$ cat src/rtl/req_arbiter8_pkg.sv
// -----------------------------------------------------------------------------
// arb_pkg
//   Shared definitions for the req_arbiter8 bus arbiter.
//   - N_REQ / ID_W : requester count and encoded id width
//   - arb_state_t  : arbiter FSM states
//   - rotl8/rotr8  : circular rotations of an 8-bit vector, used to rotate the
//                    request vector in round-robin mode
//   No ports (package).
// -----------------------------------------------------------------------------
package arb_pkg;

    localparam int N_REQ = 8;
    localparam int ID_W  = 3;

    typedef enum logic [1:0] {
        IDLE  = 2'd0,
        GRANT = 2'd1,
        GAP   = 2'd2
    } arb_state_t;

    // Result bit j takes v[(j - s) mod 8].
    function automatic logic [N_REQ-1:0] rotl8(input logic [N_REQ-1:0] v,
                                               input logic [ID_W-1:0]  s);
        logic [2*N_REQ-1:0] w;
        w = {v, v} << s;
        return w[2*N_REQ-1:N_REQ];
    endfunction

    // Result bit j takes v[(j + s) mod 8].
    function automatic logic [N_REQ-1:0] rotr8(input logic [N_REQ-1:0] v,
                                               input logic [ID_W-1:0]  s);
        logic [2*N_REQ-1:0] w;
        w = {v, v} >> s;
        return w[N_REQ-1:0];
    endfunction

endpackage

$ cat src/rtl/req_arbiter8_prio_enc8.sv
// -----------------------------------------------------------------------------
// prio_enc8
//   Combinational 8:3 priority encoder. The highest set index wins.
//   Ports:
//     d   in  8  input vector
//     id  out 3  index of the highest set bit (0 when d is all zeros)
//     any out 1  OR of d
// -----------------------------------------------------------------------------
module prio_enc8
    import arb_pkg::*;
(
    input  logic [N_REQ-1:0] d,
    output logic [ID_W-1:0]  id,
    output logic             any
);

    always_comb begin
        id = '0;
        // Ascending scan: the last (highest) set bit overwrites earlier ones.
        for (int i = 0; i < N_REQ; i++) begin
            if (d[i]) begin
                id = ID_W'(i);
            end
        end
    end

    assign any = |d;

endmodule

$ cat src/rtl/req_arbiter8.sv
// -----------------------------------------------------------------------------
// req_arbiter8
//   Eight-requester bus arbiter. A registered one-hot grant is held until the
//   owner drops its request or MAX_HOLD cycles elapse. A one-cycle GAP always
//   separates consecutive owners, and requests are only sampled in IDLE.
//
//   Parameter:
//     MAX_HOLD  maximum grant length in cycles (legal 2..255)
//
//   Ports:
//     clk        in  1  clock, rising edge
//     rst        in  1  synchronous active-high reset
//     req        in  8  request vector
//     gnt        out 8  registered one-hot grant (zero when no owner)
//     gnt_id     out 3  encoded owner index, holds last value when idle
//     gnt_valid  out 1  grant active (OR of gnt)
//     timeout    out 1  one-cycle pulse during the GAP after a forced release
//
//   Build option:
//     ARB_ROUND_ROBIN_EN  rotating priority; the granted index becomes the
//                         lowest priority for the next decision. Undefined
//                         gives fixed priority with req[7] highest.
// -----------------------------------------------------------------------------
module req_arbiter8
    import arb_pkg::*;
#(
    parameter int MAX_HOLD = 16
) (
    input  logic             clk,
    input  logic             rst,
    input  logic [N_REQ-1:0] req,
    output logic [N_REQ-1:0] gnt,
    output logic [ID_W-1:0]  gnt_id,
    output logic             gnt_valid,
    output logic             timeout
);

    localparam logic [7:0] HOLD_LAST = 8'(MAX_HOLD - 1);
    localparam logic [7:0] HOLD_SAT  = 8'(MAX_HOLD);

    arb_state_t       r_state,     w_state_nxt;
    logic [N_REQ-1:0] r_gnt,       w_gnt_nxt;
    logic [ID_W-1:0]  r_gnt_id,    w_gnt_id_nxt;
    logic             r_gnt_valid, w_gnt_valid_nxt;
    logic             r_timeout,   w_timeout_nxt;
    logic [7:0]       r_hold_cnt,  w_hold_cnt_nxt;

    logic [N_REQ-1:0] w_enc_in;
    logic [ID_W-1:0]  w_enc_id;
    logic             w_enc_any;
    logic [ID_W-1:0]  w_win_id;

`ifdef ARB_ROUND_ROBIN_EN
    logic [ID_W-1:0]  r_ptr, w_ptr_nxt;

    // Rotate so that index r_ptr lands on bit 7 (top priority of the encoder),
    // then undo the rotation on the encoded result with modulo-8 addition.
    assign w_enc_in = rotr8(req, r_ptr + 3'd1);
    assign w_win_id = w_enc_id + r_ptr + 3'd1;
`else
    assign w_enc_in = req;
    assign w_win_id = w_enc_id;
`endif

    prio_enc8 u_prio_enc8 (
        .d   (w_enc_in),
        .id  (w_enc_id),
        .any (w_enc_any)
    );

    always_comb begin
        w_state_nxt     = r_state;
        w_gnt_nxt       = r_gnt;
        w_gnt_id_nxt    = r_gnt_id;
        w_gnt_valid_nxt = r_gnt_valid;
        w_timeout_nxt   = 1'b0;
        w_hold_cnt_nxt  = r_hold_cnt;
`ifdef ARB_ROUND_ROBIN_EN
        w_ptr_nxt       = r_ptr;
`endif
        case (r_state)
            IDLE: begin
                if (w_enc_any) begin
                    w_state_nxt     = GRANT;
                    w_gnt_nxt       = N_REQ'(1) << w_win_id;
                    w_gnt_id_nxt    = w_win_id;
                    w_gnt_valid_nxt = 1'b1;
                    w_hold_cnt_nxt  = '0;
`ifdef ARB_ROUND_ROBIN_EN
                    w_ptr_nxt       = w_win_id - 3'd1;
`endif
                end
            end
            GRANT: begin
                if (r_hold_cnt != HOLD_SAT) begin
                    w_hold_cnt_nxt = r_hold_cnt + 8'd1;
                end
                // Normal release has precedence, so timeout stays low when the
                // owner drops on the very cycle the limit is reached.
                if (!req[r_gnt_id]) begin
                    w_state_nxt     = GAP;
                    w_gnt_nxt       = '0;
                    w_gnt_valid_nxt = 1'b0;
                end else if (r_hold_cnt == HOLD_LAST) begin
                    w_state_nxt     = GAP;
                    w_gnt_nxt       = '0;
                    w_gnt_valid_nxt = 1'b0;
                    w_timeout_nxt   = 1'b1;
                end
            end
            GAP: begin
                w_state_nxt = IDLE;
            end
            default: begin
                w_state_nxt     = IDLE;
                w_gnt_nxt       = '0;
                w_gnt_valid_nxt = 1'b0;
            end
        endcase
    end

    always_ff @(posedge clk) begin
        if (rst) begin
            r_state     <= IDLE;
            r_gnt       <= '0;
            r_gnt_id    <= '0;
            r_gnt_valid <= 1'b0;
            r_timeout   <= 1'b0;
            r_hold_cnt  <= '0;
`ifdef ARB_ROUND_ROBIN_EN
            r_ptr       <= 3'd7;
`endif
        end else begin
            r_state     <= w_state_nxt;
            r_gnt       <= w_gnt_nxt;
            r_gnt_id    <= w_gnt_id_nxt;
            r_gnt_valid <= w_gnt_valid_nxt;
            r_timeout   <= w_timeout_nxt;
            r_hold_cnt  <= w_hold_cnt_nxt;
`ifdef ARB_ROUND_ROBIN_EN
            r_ptr       <= w_ptr_nxt;
`endif
        end
    end

    assign gnt       = r_gnt;
    assign gnt_id    = r_gnt_id;
    assign gnt_valid = r_gnt_valid;
    assign timeout   = r_timeout;

endmodule

$ cat config.mk
export PLATFORM = sky130hd
export DESIGN_NAME = req_arbiter8
export DESIGN_NICKNAME = d
export VERILOG_FILES = /design/src/rtl/req_arbiter8_pkg.sv /design/src/rtl/req_arbiter8_prio_enc8.sv /design/src/rtl/req_arbiter8.sv
export SDC_FILE = /design/constraint.sdc
export NUM_CORES = 1
export LEC_CHECK = 0
export CAP_MARGIN = 20
export CORE_MARGIN = 3
export CORE_UTILIZATION = 35
export DETAILED_ROUTE_END_ITERATION = 7
export PLACE_DENSITY = 0.56
export SYNTH_ARGS = -nofsm -noshare
export SYNTH_HDL_FRONTEND = slang
export SYNTH_HIERARCHICAL = 1
export SYNTH_SLANG_ARGS = --single-unit
$ cat constraint.sdc
create_clock -name clk -period 1.95 [get_ports clk]
set_input_delay 0.39 -clock clk [delete_from_list [all_inputs] [get_ports clk]]
set_output_delay 0.39 -clock clk [all_outputs]
set_load 0.01 [all_outputs]
# Word level (Yosys, flattened, before mapping)
# Index checks and enable logic that the tools add are counted.
dict set report word_totals {
  input_bits 10
  word_cells 52
  ff_bits 23
  output_inout_bits 13
}
dict set report classes {
  n_reduce_logical 8
  n_shift 1
  magnitude_cmp 1
  eq_ne 7
  addsub 1
  n_bitwise 3
  n_mux 25
}
# operator count
set op_table {}
lappend op_table {{$mux W8} 5}
lappend op_table {{$pmux W8 S3} 1}
lappend op_table {{$pmux W8 S2} 1}
lappend op_table {{$mux W3} 4}
lappend op_table {{$mux W2} 5}
lappend op_table {{$add A8 B1 Y8 const B} 1}
lappend op_table {{$eq A8 B4 Y1 const B} 1}
lappend op_table {{$ne A8 B5 Y1 const B} 1}
lappend op_table {{$reduce_or A8 Y1} 1}
lappend op_table {{$shl A1 B3 Y8 const A} 1}
lappend op_table {{$mux W1} 6}
lappend op_table {{$reduce_and A3 Y1} 2}
lappend op_table {{$lt A3 B4 Y1 const B} 1}
lappend op_table {{$pmux W2 S2} 1}
lappend op_table {{$reduce_and A2 Y1} 2}
lappend op_table {{$bmux W1 S3} 1}
lappend op_table {{$ne A3 B3 Y1 const B} 1}
lappend op_table {{$not A1 Y1} 3}
lappend op_table {{$pmux W1 S3} 1}
lappend op_table {{$reduce_or A3 Y1} 1}
lappend op_table {{$eq A2 B1 Y1 const B} 1}
lappend op_table {{$eq A2 B2 Y1 const B} 1}
lappend op_table {{$logic_not A2 Y1} 1}
lappend op_table {{$ne A2 B1 Y1 const B} 1}
lappend op_table {{2 further kinds} 2}

# Depth between registers and ports, before layout
dict set report depth {
  ltp_word 10
  mapped_depth 7
  mapped_depth_nobuf 6
}

# Hierarchy
# Netlist, hierarchy kept.
# module area_each_um2 seq_area_each_um2 instances cells_per_inst
set modules_own_cells {}
lappend modules_own_cells {req_arbiter8 1131.1 460.4 1 132}
lappend modules_own_cells {prio_enc8 66.3 0.0 1 12}

# Worst setup path before layout
# Ideal clock, no wire load.
dict set report synth_timing {
  path_type {reg2reg}
  from {reg r_hold_cnt[0]}
  to {reg r_gnt[0] (netlist: gnt[0])}
  setup_time_ns 0.126
  period_less_slack_ns 1.603
  arrival_ns 1.477
  path_buffers 0
  stages_incl_launch_ff 6
  slack_ns 0.347
  t_required_ns 1.824
  path_cell_list {dfxtp_1 -> ha_1 -> nand3_4 -> or3b_4 -> a41oi_4 -> o21ai_1}
}
dict set report synth_between {
  elab_chain_len 3
}
# element line
set synth_rtl {}
lappend synth_rtl {{start, declared} req_arbiter8.sv:46} ;# logic [7:0] r_hold_cnt, w_hold_cnt_nxt;
lappend synth_rtl {{start signal, assigned} req_arbiter8.sv:139} ;# r_hold_cnt <= w_hold_cnt_nxt;
lappend synth_rtl {{$eq A8 B4 Y1} req_arbiter8.sv:104} ;# end else if (r_hold_cnt == HOLD_LAST) begin
lappend synth_rtl {{$ne A3 B3 Y1 (no line)} --}
lappend synth_rtl {{$reduce_and A3 Y1 (no line)} --}
lappend synth_rtl {{end signal, assigned} req_arbiter8.sv:135} ;# r_gnt <= w_gnt_nxt;
lappend synth_rtl {{end, declared} req_arbiter8.sv:42} ;# logic [N_REQ-1:0] r_gnt, w_gnt_nxt;
# Every way passes these cells.
# A chain may end at the register's enable or synchronous reset.

# Worst setup path in the final report
dict set report layout_timing {
  from {reg r_hold_cnt[1]}
  to {reg r_gnt[2] (netlist: gnt[2])}
}
# The elaborated chain is that of the path after synthesis.

==> summary.txt <==
Outcome
  – Status: complete, no violations

Synthesis
  – Syn_nets: 156
  – Syn Area/Cell: a little over 8 sq um
  – Post-synth top flop: dfxtp_1
  – Post-Synth XOR/XNOR Area: about 2.2%
  – Cells after synthesis: 144
  – Sequential fraction of the synthesis area: between 30 and 40%
  – Post-synthesis compound-gate area fraction: roughly 21%
  – Yosys reg bits: 23
  – Mux contribution to synthesized area: between 4 and 5%
  – Post-synthesis adder-cell area fraction: around 2.1%
  – Mapped Area: ~1200 sq um
  – Distinct cells, synth: 38
  – Main combinational cell family by area after synthesis: simple AND/OR/NAND/NOR gates
  – Ys Warns: 6
  – Async S/R FF share, synth: 0%
  – Post-synth EDFFs: 0
  – Post-Synth Simple-Gate Area: ~29%

Timing
  – Final WS setup: around 0.14 ns
  – Final min period: approximately 1.8 ns
  – Fmax achieved: 552 MHz
  – Slew Limit Headroom: 71.1%
  – Setup violations, final: 0
  – Final Slew Violations: 0
  – RSZ-0062 raised after global routing: false
  – Final Hold Viols: 0
  – Clock skew: between 0.004 and 0.005 ns
  – Worst slew pin tran: roughly 0.43 ns
  – Fin crit share: 92.9%

Global route
  – Antenna violations before repair: 0
  – Most used routing layer: met2
  – Largest net degree at the start of global routing: 14
  – Tot GR Track Use: between 10% and 20%
  – Global-route wire length before repair: approximately 5.3 mm
  – M3 GR Usage: 3.47%
  – Vias in the first global route: 1198
  – Total gr overflow: 0
  – GR Util met2: about a quarter
  – Met1 Use GR: 21.4%

Placement
  – Dpl cell area: 1610 sq um
  – IO buf count: 22
  – Placement Setup Slack: -0.249 ns
  – Routability Congestion: around 0.8
  – Post-DP HPWL: between 2 and 2.5 mm

Die
  – Die X: around 64 um
  – Core area: 3150 sq um
  – I/O pins: 23
  – Floorplan row count: 20
  – Die H: ~64 um
  – Initial core utilization: between 30% and 40%
  – Die ar.: approximately 4200 sq um

Pwr
  – Pwr Density: 661 nW/um^2
  – Pleak: ~0.59 nW
  – Max IR drop VDD: ~0.33 mV

Clock network
  – Hold-fix buffers, CTS: 0
  – Clk slew on worst S/H paths: 0.13 ns
  – CTS tree: built
  – Setup Buffers After CTS: 0
  – Clk Latency, worst-skew pair: between 0.3 and 0.4 ns
  – Clk root buf: clkbuf_4
  – H-tree Lvls: 1
  – CTS Buffer Depth: 2
  – Num Clock Sinks: 23
  – Resize count post-CTS: 0
  – CTS buffer count: 3

Route
  – Pre-antenna DRT Iters: 4
  – Post-DR vias/cell: ~5.0
  – Routed WL: between 3 and 4 mm
  – Post-route ant nets: 0
  – Routed wire per std cell: 13.1 um
  – DR iter-0 viols: 31
  – DRC: 0
  – Via count: between 1000 and 1500

Worst setup path
  – R2r setup slk: 0.14 ns
  – Worst Path Arrival: roughly 2 ns
  – Start of the worst register-to-register path: r_hold_cnt[1]
  – CP Max Fanout: 8
  – FF-to-FF End: gnt[2]
  – Critical Path Slowest Stage Cell: or3b_4
  – Worst path required time: around 2.2 ns
  – CP Class: reg -> reg
  – Worst path cell trace: ha_1 > nand3_4 > or3b_4 > a41oi_4 > o21ai_1
  – Worst Reg-to-Reg Cells: 5
  – Crit end category: flip-flop
  – Crit-path max cell delay: ~0.44 ns
  – CP Launch Type: flip-flop
  – WP buf/inv: 0
  – Crit path max-delay family: simple AND/OR/NAND/NOR gates

Final layout
  – Share of layout cells above drive strength 1: around 20%
  – Reg area: around 460 sq um
  – Fillers: 319
  – Area grow syn2layout: 37.5%
  – Multi-input logic area: around 700 sq um
  – Final Cell Area: between 1500 and 2000 sq um
  – Final nets: slightly below 200
  – Most common cell after layout, fill and taps aside: nand2_1
  – Antenna diodes: 0
  – Leading cell types in the layout, fill and taps excluded: 25 x nand2_1, 23 x dfxtp_1, 22 x clkdlybuf4s50_1

Hold path
  – HP Class: reg -> reg
  – Min-delay src: gnt[7]
  – Hold Path Cell Cnt: 2
  – Hold Path End: gnt[7]

Run
  – Max_cap viols: 0
[how the worst max path moves through the flow]
stage	endpoint	slack, ns	from	cells after the start
CTS	r_hold_cnt[3]	0.08	req[6]	7
finish	gnt[2]	0.14	r_hold_cnt[1]	5
floorplan	gnt[0]	0.35	r_hold_cnt[0]	5
detailed placement	r_hold_cnt[3]	-0.25	req[6]	7
global route	gnt[4]	0.06	r_hold_cnt[1]	5
global placement	r_hold_cnt[6]	-0.21	req[2]	6
[final cells by class]
class                           instances  area share, %
Multi-Input combinational cell        110           42.9
Sequential cell                        23           28.0
Timing Repair Buffer                   42           22.5
Tap cell                               44           3.34
Inverter                                7           1.60
Clock buffer                            3           1.37
Clock inverter                          1          0.304
[worst register-to-register path, delay by kind of cell, from the launching register on]
kind	cells	cell delay [ns]
AO/OA/AOI/OAI	2	0.47
adder cells (fa/ha/maj)	1	0.26
flip-flops	1	0.42
AND/OR/NAND/NOR	2	0.56
[metrics by stage]
| step | hold WS (ns) | TNS, ns | total power, mW | instances | util (%) |
|---|---|---|---|---|---|
| final | 0.458 | 0 | 1.09 | 230 | 52.2 |
| after floorplan | 0.470 | 0 | 0.716 | 144 | - |
| after CTS | 0.459 | 0 | 1.09 | 230 | 51.8 |
| after global placement | 0.440 | -2.81 | 0.864 | 226 | 50.9 |
| after detailed placement | 0.439 | -3.15 | 0.869 | 226 | 50.9 |
| after global routing | 0.481 | 0 | 1.16 | 230 | 52.2 |
[cell usage after synthesis (3+ instances only)]
cell | n | area (sq um)
nand3_1 | 4 | 20.0
nand4_1 | 5 | 31.3
a21oi_1 | 10 | 50.1
dfxtp_1 | 23 | 460
nand4b_1 | 3 | 26.3
inv_1 | 6 | 22.5
o21ai_1 | 8 | 40.0
o21ai_0 | 4 | 20.0
xnor2_1 | 3 | 26.3
nand2_1 | 25 | 93.8
nor2_1 | 14 | 52.6
mux2i_1 | 4 | 40.0
[flip-flops by register name, summed over array words and instances (netlist names)]
register and cells:
r_hold_cnt 8, gnt_valid 1, r_state 2, timeout 1, gnt_id 3, gnt 8
[kinds of logic (layout without fill, tap and decap cells)]
| family | Yosys count | count (layout) |
|---|---|---|
| AO/OA/AOI/OAI | 34 | 34 |
| XOR/XNOR | 3 | 3 |
| adder cells (fa/ha/maj) | 2 | 2 |
| buffers and inverters | 11 | 53 |
| flip-flops | 23 | 23 |
| multiplexers | 5 | 5 |
| AND/OR/NAND/NOR | 66 | 66 |
[routing by layer]
metal / part of all wire (%) / up-vias
met3: 3.8 / 2
met1: 51 / 523
met2: 44 / 25
li1: - / 603
met4: 0.60 / 0
met5: 0 / -
[power breakdown]
part	internal [mW]	switching (mW)
registers	0.498	0.0354
logic	0.167	0.168
clock network	0.0765	0.143
(Power assumes the default switching activity.)
